[src/rtl/key_sel_ctrl_if.sv]
// Push-button / mux-select bundle: raw key input plus the registered select and press pulse.
interface key_sel_ctrl_if;
  logic key_in;
  logic sel;
  logic key_flag;

  modport master (
    output key_in,
    input  sel,
    input  key_flag
  );

  modport slave (
    input  key_in,
    output sel,
    output key_flag
  );
endinterface

[src/rtl/key_sel_ctrl.sv]
// Debounces an active-low push-button and toggles the downstream mux select on
// every accepted press, with a one-cycle key_flag pulse per press.
module key_sel_ctrl #(
  parameter int unsigned CNT_MAX  = 999_999,
  parameter logic        SEL_INIT = 1'b0
) (
  input  logic           sys_clk,
  input  logic           sys_rst,
  key_sel_ctrl_if.slave  kif
);

  localparam int unsigned CW = $clog2(CNT_MAX + 1);
  localparam logic [CW-1:0] CNT_TOP = CW'(CNT_MAX);

  typedef enum logic [1:0] {
    IDLE    = 2'd0,
    P_FILT  = 2'd1,
    PRESSED = 2'd2,
    R_FILT  = 2'd3
  } state_t;

  state_t        state;
  logic [CW-1:0] cnt;
  logic [1:0]    sync;
  logic          sel_q;
  logic          flag_q;
  logic          key_s;

  assign key_s        = sync[1];
  assign kif.sel      = sel_q;
  assign kif.key_flag = flag_q;

  always_ff @(posedge sys_clk) begin
    if (sys_rst) begin
      sync   <= 2'b11;
      state  <= IDLE;
      cnt    <= '0;
      sel_q  <= SEL_INIT;
      flag_q <= 1'b0;
    end else begin
      sync   <= {sync[0], kif.key_in};
      flag_q <= 1'b0;
      case (state)
        IDLE: begin
          if (!key_s) begin
            state <= P_FILT;
            cnt   <= '0;
          end
        end
        P_FILT: begin
          if (key_s) begin
            state <= IDLE;
            cnt   <= '0;
          end else if (cnt == CNT_TOP) begin
            state  <= PRESSED;
            cnt    <= '0;
            flag_q <= 1'b1;
            sel_q  <= ~sel_q;
          end else begin
            cnt <= cnt + 1'b1;
          end
        end
        PRESSED: begin
          // Holding never re-arms; only a release can leave this state.
          if (key_s) begin
            state <= R_FILT;
            cnt   <= '0;
          end
        end
        R_FILT: begin
          if (!key_s) begin
            state <= PRESSED;
            cnt   <= '0;
          end else if (cnt == CNT_TOP) begin
            state <= IDLE;
            cnt   <= '0;
          end else begin
            cnt <= cnt + 1'b1;
          end
        end
        default: begin
          state <= IDLE;
          cnt   <= '0;
        end
      endcase
    end
  end

endmodule
[src/flat_wrapper.sv]
// flat-port wrapper written by rule: the top's interface ports become plain ports
module key_sel_ctrl_flat 
#(
  parameter int unsigned CNT_MAX  = 999_999,
  parameter logic        SEL_INIT = 1'b0
)
  (sys_clk, sys_rst, kif_key_in, kif_sel, kif_key_flag);
  key_sel_ctrl_if kif_i ();
  input  logic sys_clk;
  input  logic sys_rst;
  input wire logic [$bits(kif_i.key_in)-1:0] kif_key_in;
  output wire logic [$bits(kif_i.sel)-1:0] kif_sel;
  output wire logic [$bits(kif_i.key_flag)-1:0] kif_key_flag;
  assign kif_i.key_in = kif_key_in;
  assign kif_sel = kif_i.sel;
  assign kif_key_flag = kif_i.key_flag;
  key_sel_ctrl #(.CNT_MAX(CNT_MAX), .SEL_INIT(SEL_INIT)) u_core (.sys_clk(sys_clk), .sys_rst(sys_rst), .kif(kif_i));
endmodule
[config.mk]
export PLATFORM = sky130hd
export DESIGN_NAME = key_sel_ctrl_flat
export DESIGN_NICKNAME = d
export VERILOG_FILES = /design/src/rtl/key_sel_ctrl_if.sv /design/src/rtl/key_sel_ctrl.sv /design/src/flat_wrapper.sv
export SDC_FILE = /design/constraint.sdc
export NUM_CORES = 1
export LEC_CHECK = 0
export BUFFER_PORTS_ARGS = -buffer_cell sky130_fd_sc_hd__buf_2
export CAP_MARGIN = 10
export CORE_MARGIN = 3
export CORE_UTILIZATION = 57
export CTS_CLUSTER_DIAMETER = 40
export DETAILED_ROUTE_END_ITERATION = 10
export GPL_TIMING_DRIVEN = 0
export PLACE_DENSITY_LB_ADDON = 0.05
export SLEW_MARGIN = 10
export SYNTH_ARGS = -nofsm -noshare
export SYNTH_HDL_FRONTEND = slang
export SYNTH_SLANG_ARGS = --single-unit
export TNS_END_PERCENT = 30
[constraint.sdc]
create_clock -name sys_clk -period 4.9 [get_ports sys_clk]
set_input_delay 0.245 -clock sys_clk [delete_from_list [all_inputs] [get_ports sys_clk]]
set_output_delay 0.245 -clock sys_clk [all_outputs]
set_load 0.03 [all_outputs]
==> results.tsv <==
metric	value	unit
num_antenna_cells	0	
ys.flop_type	dfxtp_1	
row_count	16	
fmax	0.491	GHz
hold_viol	0	
worstMarginPinSlew	1.09	ns
post_cts_buffers	0	
start_util	62.5	%
grt_max_degree	16	
synthCells	146	
drt_iter0_drc	29	
clockRootBuffer	clkbuf_4	
drtAntennaViolNets	0	
synth_cell_types	41	
vias	1137	
stdcell_area	1380	µm²
placed_area	1330	µm²
synth_top_area_share	40.8	%
syn_avg_cell_area	8.74	µm²
antenna_found_initial	0	
tritoncts	yes	
drv_slew	0	
post-route-min-period	2.04	ns
ys_top_cells_by_area	dfxtp_1 41%, a21oi_1 5.5%, a31oi_1 4.9%	
drt_wl_total	2790	µm
leakage	0.000449	µW
clk_path_buf_depth	2	
die-width	53.3	µm
cp.required	5.18	ns
grt_pass1_vias	1076	
setup_tns	0	ns
path_buf_inv	1	
ir_worst_vdd	0.292	mV
core_area	2040	µm²
syn_nets	150	
start_kind	flip-flop	
syn-cell-area	1280	µm²
ctsResizeCount	0	
ys_seq_area_share	40.8	%
design.die.area	2840	µm²
drive_gt1_share	14.3	%
fin_nets	159	
skew	0.0174	ns
finalSetupViolations	0	
yosys-top-cells-count	26 x dfxtp_1, 14 x a21oi_1, 13 x nand2_1	
path_class	reg2reg	
gp_congestion	0.827	
track_usage	22.2	%
critPathMaxFanout	10	
rsz0062_at_grt	false	
crit_slowest_cell	dfxtp_1	
hold_buffers	0	
wl_per_cell	15.4	µm
synthArstFlopShare	0	%
port_buffers	4	
htree_levels	1	
synth_largest_area_cell	dfxtp_1	
maxSlewHeadroom	27.1	%
drc_errors	0	
maxCapViolCount	0	
clock_latency	0.34	ns
io_pins	5	
cts.sinks	26	
crit_chain	ha_1, nand3_2, and4bb_2, a211oi_4, buf_4, a21oi_1, mux2i_1	
areaGrowthSynthToFinish	8.33	%
multi_input_area	709	µm²
critPathTopFamily	simple AND/OR/NAND/NOR gates	
globalRouteOverflowTotal	0	
synth-seq-cells	26	
hpwl	1940	µm
hp-class	in2reg	
fill_cells	185	
end_kind	flip-flop	
clk_pin_slew	0.15	ns
yosysWarnings	0	
register_area	520	µm²
viasPerCell	6.28	
power_density	271	nW/µm²
yosysMostFrequentCell	dfxtp_1	
critPathMaxStageDelay	0.38	ns
die_y	53.3	µm
firstDrtPassIters	4	
status	complete, no violations	
numCtsBuffers	3	
grt_pass1_wl	4640	µm
finalCritPeriodShare	41.6	%
synth_edf_count	0	
arrival	2.31	ns
==> sequential cells by signal, summed over array words and instances, names as in the netlist, named ones only <==
| register | count |
|---|---|
| u_core.state | 1 |
| u_core.cnt | 20 |
| u_core.kif.key_flag | 1 |
| u_core.kif.sel | 1 |
| u_core.sync | 2 |
==> per-stage QoR <==
step | total power, µW | setup WS (ns) | hold slack, ns | std cells | utilization, %
5_1_grt | 383 | 2.71 | 0.0971 | 181 | 67.7
4_1_cts | 376 | 2.86 | 0.0888 | 181 | 67.7
3_5_place_dp | 230 | 2.88 | 0.394 | 177 | 65.1
3_3_place_gp | 229 | 2.93 | 0.392 | 177 | 65.1
2_1_floorplan | 225 | 3.08 | 0.349 | 146 | -
6_report | 375 | 2.86 | 0.0946 | 181 | 67.7
==> report_power, final <==
| group | switching, µW | total, µW | internal (µW) |
|---|---|---|---|
| Clock | 66.8 | 150 | 82.8 |
| Sequential | 0.792 | 213 | 213 |
| Combinational | 7.98 | 11.9 | 3.88 |
==> layout make-up <==
type	count	share of cell area, %
clock buffer	3	1.63
clock inverter	1	2.17
multi-input combinational	112	51.3
inverter	1	0.271
sequential	26	37.6
tap	27	2.44
timing repair buffer	4	1.45
buffer	7	3.08
==> worst paths after layout <==
check            startpoint        endpoint  slack [ns]  cells after the start
max           u_core.cnt[0]  u_core.cnt[12]        2.86                      7
min              kif_key_in  u_core.sync[0]        0.09                      2
max reg2reg   u_core.cnt[0]  u_core.cnt[12]        2.86                      7
min reg2reg  u_core.sync[0]  u_core.sync[1]        0.41                      1
==> logic make-up (layout without fill, tap and decap cells) <==
| logic type | after synthesis | in the layout | synth area share (%) |
|---|---|---|---|
| flip-flops | 26 | 26 | 40.8 |
| AND/OR/NAND/NOR | 65 | 65 | 28.8 |
| XOR/XNOR | 5 | 5 | 3.43 |
| buffers and inverters | 8 | 16 | 3.63 |
| AO/OA/AOI/OAI | 35 | 35 | 17.6 |
| adder cells (fa/ha/maj) | 1 | 1 | 0.980 |
| multiplexers | 6 | 6 | 4.71 |
==> layer usage <==
layer / track usage [%] / vias up / part of all wire [%]
met1: 27.5 / 546 / 44
met5: 0 / - / 0
met4: 6.81 / 0 / 0.50
li1: - / 558 / -
met2: 37.3 / 31 / 50
met3: 5.35 / 2 / 5.1
==> layout by cell type (no fill, tap or decap), types with 2 or more instances in the layout <==
master,n
and3_1,2
or3_1,2
nand3_2,2
mux2i_1,6
clkbuf_1,2
buf_4,2
nor2_1,9
dfxtp_1,26
a21oi_1,14
buf_2,5
a31oi_1,10
or2_2,2
nand4_1,5
nor3_1,5
nand3_1,11
o21ai_0,3
clkbuf_4,3
a22o_1,2
nand2_1,13
xnor2_1,4
a41oi_1,2
nand2b_1,3
==> worst register-to-register path, stage by stage, from the launching register on <==
cell	delay, ns
dfxtp_1	0.38
ha_1	0.25
nand3_2	0.18
and4bb_2	0.32
a211oi_4	0.34
buf_4	0.24
a21oi_1	0.09
mux2i_1	0.19
No activity file was read; power rests on OpenSTA's default activity.
